===== config.mk =====
export PLATFORM = sky130hd
export DESIGN_NAME = bcd_onehot_seq_decoder
export DESIGN_NICKNAME = d
export VERILOG_FILES = /design/src/rtl/bcd_onehot_seq_decoder.sv
export SDC_FILE = /design/constraint.sdc
export NUM_CORES = 1
export LEC_CHECK = 0
export BUFFER_PORTS_ARGS = -buffer_cell sky130_fd_sc_hd__buf_2
export CORE_ASPECT_RATIO = 0.7
export CORE_MARGIN = 5
export CORE_UTILIZATION = 40
export CTS_CLUSTER_SIZE = 30
export DETAILED_ROUTE_END_ITERATION = 8
export GPL_ROUTABILITY_DRIVEN = 0
export REMOVE_ABC_BUFFERS = 1
export SYNTH_ARGS = -nofsm -noshare
export SYNTH_HDL_FRONTEND = slang
export SYNTH_SLANG_ARGS = --single-unit

===== constraint.sdc =====
create_clock -name clk -period 2.11 [get_ports clk]
set_clock_uncertainty 0.2 [all_clocks]
set_input_delay 0.1055 -clock clk [delete_from_list [all_inputs] [get_ports clk]]
set_output_delay 0.1055 -clock clk [all_outputs]
set_load 0.02 [all_outputs]

===== src/rtl/bcd_onehot_seq_decoder.sv =====
// Multi-digit BCD to one-hot decoder. It decodes one digit per clock through a single 4-to-10 stage.
// The optional saturating invalid-digit counter is enabled by defining BCD_DEC_ERR_CNT_EN.
`timescale 1ns/1ps
module bcd_onehot_seq_decoder #(
    parameter int DIGITS      = 4,
    parameter bit ACTIVE_HIGH = 1'b1,
    parameter int ERR_CNT_W   = 8
) (
    input  logic                  clk,
    input  logic                  rst_n,
    input  logic                  in_valid,
    output logic                  in_ready,
    input  logic [4*DIGITS-1:0]   in_bcd,
    output logic                  out_valid,
    input  logic                  out_ready,
    output logic [10*DIGITS-1:0]  out_onehot,
    output logic [DIGITS-1:0]     out_err,
    output logic                  busy
`ifdef BCD_DEC_ERR_CNT_EN
    ,
    output logic [ERR_CNT_W-1:0]  err_cnt
`endif
);

    localparam int         IDX_W    = $clog2(DIGITS + 1);
    localparam logic [9:0] INACTIVE = ACTIVE_HIGH ? 10'h000 : 10'h3FF;

    typedef enum logic [1:0] {IDLE, DECODE, OUT} state_t;

    if (DIGITS < 1 || ERR_CNT_W < 1) begin : g_bad_param
        $error("bcd_onehot_seq_decoder: DIGITS and ERR_CNT_W must be >= 1");
    end

    function automatic logic [9:0] decode_digit(input logic [3:0] v);
        logic [9:0] hot;
        hot = '0;
        if (v <= 4'd9) hot[4'd9 - v] = 1'b1;
        return ACTIVE_HIGH ? hot : ~hot;
    endfunction

    state_t               state, state_nxt;
    logic [IDX_W-1:0]     idx;
    logic [4*DIGITS-1:0]  sreg;
    logic [9:0]           dig_hot;
    logic                 dig_bad;
    logic                 accept;

    always_comb begin
        dig_hot = decode_digit(sreg[3:0]);
        dig_bad = (sreg[3:0] > 4'd9);
    end

    assign accept = (state == IDLE) && in_valid;

    // State register
    always_ff @(posedge clk or negedge rst_n) begin
        if (!rst_n) state <= IDLE;
        else        state <= state_nxt;
    end

    // Next-state logic
    always_comb begin
        state_nxt = state;
        case (state)
            IDLE:    if (in_valid)                    state_nxt = DECODE;
            DECODE:  if (idx == IDX_W'(DIGITS - 1))   state_nxt = OUT;
            OUT:     if (out_ready)                   state_nxt = IDLE;
            default:                                  state_nxt = IDLE;
        endcase
    end

    // Output logic
    always_comb begin
        in_ready  = (state == IDLE);
        out_valid = (state == OUT);
        busy      = (state != IDLE);
    end

    // Digit shift register: data only, needs no reset
    always_ff @(posedge clk) begin
        if (accept)                sreg <= in_bcd;
        else if (state == DECODE)  sreg <= sreg >> 4;
    end

    always_ff @(posedge clk or negedge rst_n) begin
        if (!rst_n) begin
            idx        <= '0;
            out_onehot <= {DIGITS{INACTIVE}};
            out_err    <= '0;
        end else if (accept) begin
            idx        <= '0;
            out_onehot <= {DIGITS{INACTIVE}};
            out_err    <= '0;
        end else if (state == DECODE) begin
            idx <= idx + IDX_W'(1);
            for (int k = 0; k < DIGITS; k++) begin
                if (idx == IDX_W'(k)) begin
                    out_onehot[10*k +: 10] <= dig_hot;
                    out_err[k]             <= dig_bad;
                end
            end
        end
    end

`ifdef BCD_DEC_ERR_CNT_EN
    always_ff @(posedge clk or negedge rst_n) begin
        if (!rst_n)
            err_cnt <= '0;
        else if (state == DECODE && dig_bad && err_cnt != {ERR_CNT_W{1'b1}})
            err_cnt <= err_cnt + ERR_CNT_W'(1);
    end
`endif

endmodule

# Yosys cells after proc, flatten, opt, wreduce, memory -nomap -nowiden
# Index checks and enable logic that the tools add are counted.
dict set report op_classes {
  addsub 2
  order_cmp 4
  n_eq_ne 8
  mux 23
  reduce_logical 15
}
# operator n
set op_table {}
lappend op_table {{$mux W40} 2}
lappend op_table {{$mux W10} 5}
lappend op_table {{$mux W16} 2}
lappend op_table {{$reduce_bool A2 Y1} 6}
lappend op_table {{$mux W4} 2}
lappend op_table {{$reduce_and A2 Y1} 4}
lappend op_table {{$eq A3 B2 Y1 const B} 2}
lappend op_table {{$mux W2} 3}
lappend op_table {{$mux W3} 2}
lappend op_table {{$pmux W2 S3} 1}
lappend op_table {{$lt A4 B5 Y1 const B} 1}
lappend op_table {{$mux W1} 5}
lappend op_table {{$demux W1 S4} 1}
lappend op_table {{$ge A4 B1 Y1 const B} 1}
lappend op_table {{$gt A4 B4 Y1 const B} 1}
lappend op_table {{$le A4 B4 Y1 const B} 1}
lappend op_table {{$ne A2 B2 Y1 const B} 2}
lappend op_table {{$sub A4 B4 Y4 const A} 1}
lappend op_table {{$add A3 B1 Y3 const B} 1}
lappend op_table {{$eq A3 B1 Y1 const B} 1}
lappend op_table {{$logic_not A3 Y1} 1}
lappend op_table {{$reduce_and A3 Y1} 1}
lappend op_table {{$eq A2 B1 Y1 const B} 1}
lappend op_table {{$eq A2 B2 Y1 const B} 1}
lappend op_table {{other kinds (3)} 4}
dict set report word_totals {
  ff_bits 65
  in_bits 20
  output_inout_bits 47
  word_cells 63
}

# Logic depth before layout (Yosys ltp)
dict set report logic_depth {
  word_depth 9
  ltp_mapped 6
  mapped_depth_nobuf 5
}

# Worst setup path after synthesis
# No wires, ideal clock.
dict set report synth_timing {
  kind {reg2reg}
  start {register sreg[1]}
  end {register out_onehot[18]}
  setup_time_ns 0.066
  t_arrival_ns 1.786
  required_time_ns 1.844
  slack_ns 0.058
  stages_incl_launch_ff 7
  n_path_buf 1
  synth_period_minus_slack_ns 2.052
  cell_sequence {edfxtp_1 -> buf_2 -> inv_1 -> ha_1 -> or3b_2 -> a211oi_2 -> mux2_1}
}
dict set report synth_between {
  elab_chain_cells 9
  elab_cells_between_ends 11
  cone_classes {add/sub (1); order compare (3); mux (6); reduce/logical (1)}
}
# element line_no
set synth_lines {}
lappend synth_lines {{start: declaration} 43} ;# logic [4*DIGITS-1:0] sreg;
lappend synth_lines {{start signal: assignment} 81} ;# if (accept) sreg <= in_bcd;
lappend synth_lines {{start signal: assignment} 82} ;# else if (state == DECODE) sreg <= sreg >> 4;
lappend synth_lines {{$sub A4 B4 Y4} 37} ;# if (v <= 4'd9) hot[4'd9 - v] = 1'b1;
lappend synth_lines {{$lt A4 B5 Y1 (not written as such) / $ge A4 B1 Y1 (equally long branches)} 37}
lappend synth_lines {{$logic_and A1 B1 Y1 (not written as such)} 37}
lappend synth_lines {{$mux W1 (not written as such)} 37}
lappend synth_lines {{$demux W1 S4} 37}
lappend synth_lines {{$mux W10 *} 37}
lappend synth_lines {{$mux W10 *} 97} ;# if (idx == IDX_W'(k)) begin
lappend synth_lines {{$mux W40 *} 94} ;# end else if (state == DECODE) begin
lappend synth_lines {{$mux W40 *} 90} ;# end else if (accept) begin
lappend synth_lines {{end signal: assignment} 88} ;# out_onehot <= {DIGITS{INACTIVE}};
lappend synth_lines {{end signal: assignment} 92} ;# out_onehot <= {DIGITS{INACTIVE}};
lappend synth_lines {{end signal: indexed assignment} 98} ;# out_onehot[10*k +: 10] <= dig_hot;
lappend synth_lines {{end: declaration} 16} ;# output logic [10*DIGITS-1:0] out_onehot,
# Every way passes the cells marked *; elsewhere a longest branch is shown, timed or not. The select of a mux whose other input is x is not followed.
# A chain may end at the register's enable or synchronous reset.

# Worst setup path in the final report
dict set report layout_timing {
  start {register idx[0]}
  end {register out_onehot[38]}
}
dict set report layout_between {
  elab_chain_cells 3
}
# element line_no
set layout_lines {}
lappend layout_lines {{start: declaration} 42} ;# logic [IDX_W-1:0] idx;
lappend layout_lines {{start signal: assignment} 95} ;# idx <= idx + IDX_W'(1);
lappend layout_lines {{$eq A3 B2 Y1} 97}
lappend layout_lines {{$reduce_bool A2 Y1 (no line)} -}
lappend layout_lines {{$reduce_and A2 Y1 (no line)} -}
# Every way passes these cells.

==> results.ini <==
[critical_path]
crit_type = flop to flop
path_cells = ha_1, ha_2, mux2i_2, or2_0, mux2_1
cp.required_ns = 2.13
end_kind = flop
crit_arrival_ns = 2.01
cp-start-kind = flop
slowest_delay_ns = 0.42
cp_slowest_cell = dfrtp_1
cp_max_fo = 5

[placement]
post-place-ws_ns = 0.0767
post-dp-hpwl_um = 5080
dpl-instance-area_um2 = 3510
port_buffers = 66

[logic_synthesis]
syn_area_um2 = 2990
yosysTopAreaCell = dfrtp_1
synth_cell_types = 43
postSynthAreaPerCell_um2 = 11.5
yosysTopAreaCellShare = 0.410
yosysWarnings = 0
synthTopCellsByArea = dfrtp_1 41%, edfxtp_1 16%, o2bb2ai_1 6.2%, nand2_1 5.4%, mux2_1 3.8%
synth_seq_cells = 65
ys_seq_area_frac = 0.571
syn_inst = 259

[grt]
overflow = 0
grt.total_usage = 0.158
grt_start_max_net_pins = 50
grtUsageMet3 = 0.0583
grt_first_pass_wirelength_um = 11500
use_met1 = 0.217
grt.met2_usage = 0.244
antenna_found_initial = 0
top_usage_layer = met2
first_global_vias = 2309

[floorplanning]
core_um2 = 7290
dieArea_um2 = 9330
io_pins = 67
rows = 26
die_w_um = 113
die_h_um = 82.3
start_util = 0.410

[min_path]
min_path_type = input pin to asynchronous set/reset pin

[drt]
vias = 2265
ant_nets = 0
firstDrtPassIters = 6
routed_wirelength_um = 6990
drt_iter0_markers = 80
drc = 0
avgRoutedWirePerCell_um = 15.1
via_per_inst = 4.90

[run]
cap_violations = 0

[layout]
mostFrequentLayoutCells = 66 x buf_2, 49 x dfrtp_1, 43 x nand2_1
layout_commonest_cell = buf_2
fin_area_um2 = 3940
drive_above_1_share = 0.316
antenna_cells = 0
syn_to_final_growth_pct = 31.9
num-nets-final = 385

[sta]
finalHoldWorstSlack_ns = 0.195
setup_viol = 0
fin_ws_ns = 0.118
slew_headroom = 0.586
slew_viol_final = 0
min_period_ns = 1.99
max_freq_mhz = 502
worst_slew_pin_slew_ns = 0.622
rsz0062_at_grt = false
min_period_over_period = 0.944
final_hold_viol_count = 0

[power_and_ir_drop]
p_leak_nw = 1.95
peakVddDrop_mv = 0.761
power_per_cell_area_nw_per_um2 = 1610

[clock_tree]
clock-sinks = 65
clock_insertion_delay_worst_skew_ns = 0.34
cts_setup_buffers = 0
tritoncts = yes
clkTransAtPathRegs_ns = 0.07
htree_levels = 3
cts_made_buffers = 9
root_buffer = clkbuf_8
clockBufferDepth = 2

[status]
status = finished, final reports clean

-- worst paths after layout --
check                               from        endpoint  slack, ns  cells past startpoint
min reg2reg                out_onehot[5]   out_onehot[5]       0.28                      1
max reg2reg                       idx[0]  out_onehot[38]       0.12                      5
max in group asynchronous          rst_n          idx[1]       1.09                      3
min in group clk               out_ready        state[1]       0.28                      3
min                                rst_n  out_onehot[18]       0.20                      3
max                               idx[0]  out_onehot[38]       0.12                      5
-- routing by layer --
metal  vias up  wire, um
li1       1127         -
met1      1074      3450
met2        60      3050
met3         4       463
met4         0        26
met5         -         0
-- power by group --
part | total, W | internal [W] | switching, W
clock | 0.00115 | 0.000678 | 0.000472
combinational | 0.00299 | 0.00117 | 0.00182
sequential | 0.00222 | 0.00190 | 0.000325
-- synthesized netlist by cell type (all sizes together) --
cell type	instances
o31ai	4
o2bb2ai	21
nor3	6
or3b	2
o22ai	2
o21bai	1
nand2b	6
dfrtp	49
o21ai	8
ha	6
buf	12
o211ai	5
a22o	4
and2	4
nand3	1
mux2i	4
a211oi	2
nor2	6
or2	1
or3	4
o2111ai	3
or4b	1
nand2	43
nor3b	3
clkbuf	4
a21oi	4
and3b	4
xor2	1
xnor2	1
inv	13
edfxtp	16
nor2b	5
and4bb	1
mux2	12
-- registers in the layout, indices dropped and copies added (netlist names) --
| register | count |
|---|---|
| idx | 3 |
| sreg | 16 |
| out_onehot | 40 |
| state | 2 |
| out_err | 4 |
-- layout make-up --
class | instances | area [um2]
fillers | 661 | 3350
flip-flops and latches | 65 | 1710
multi-input cells | 165 | 1170
repair buffers | 105 | 671
clock buffers | 12 | 176
well taps | 98 | 123
inverters | 13 | 48.8
clock inverters | 4 | 46.3
-- metrics by stage --
| step | std cells | power [W] | TNS, ns | utilization |
|---|---|---|---|---|
| after global placement | 427 | 0.00514 | 0 | 0.482 |
| after CTS | 462 | 0.00640 | 0 | 0.539 |
| after global routing | 462 | 0.00681 | 0 | 0.541 |
| after floorplan | 243 | 0.00403 | -0.440 | - |
| after detailed placement | 427 | 0.00520 | 0 | 0.482 |
| final | 462 | 0.00636 | 0 | 0.541 |
-- cells by family (layout without fill, tap and decap cells) --
| logic type | count (synthesis) | count (layout) | synth area share |
|---|---|---|---|
| buffers and inverters | 29 | 134 | 0.0427 |
| multiplexers | 16 | 16 | 0.0599 |
| AND/OR/NAND/NOR | 87 | 87 | 0.154 |
| XOR/XNOR | 2 | 2 | 0.00586 |
| AO/OA/AOI/OAI | 54 | 54 | 0.141 |
| adder cells (fa/ha/maj) | 6 | 6 | 0.0251 |
| flip-flops | 65 | 65 | 0.571 |
-- critical path, delay by kind of cell (launching register included) --
kind	cells	cell delay [ns]
multiplexers	2	0.56
adder cells (fa/ha/maj)	2	0.42
flip-flops	1	0.42
AND/OR/NAND/NOR	1	0.27
-- timing repair --
item,CTS,global route
hold buffers,19,0
setup endpoints to repair,0,5
hold endpoints to repair,67,0
resized for setup,0,3
Power figures use the tool's default switching activity.
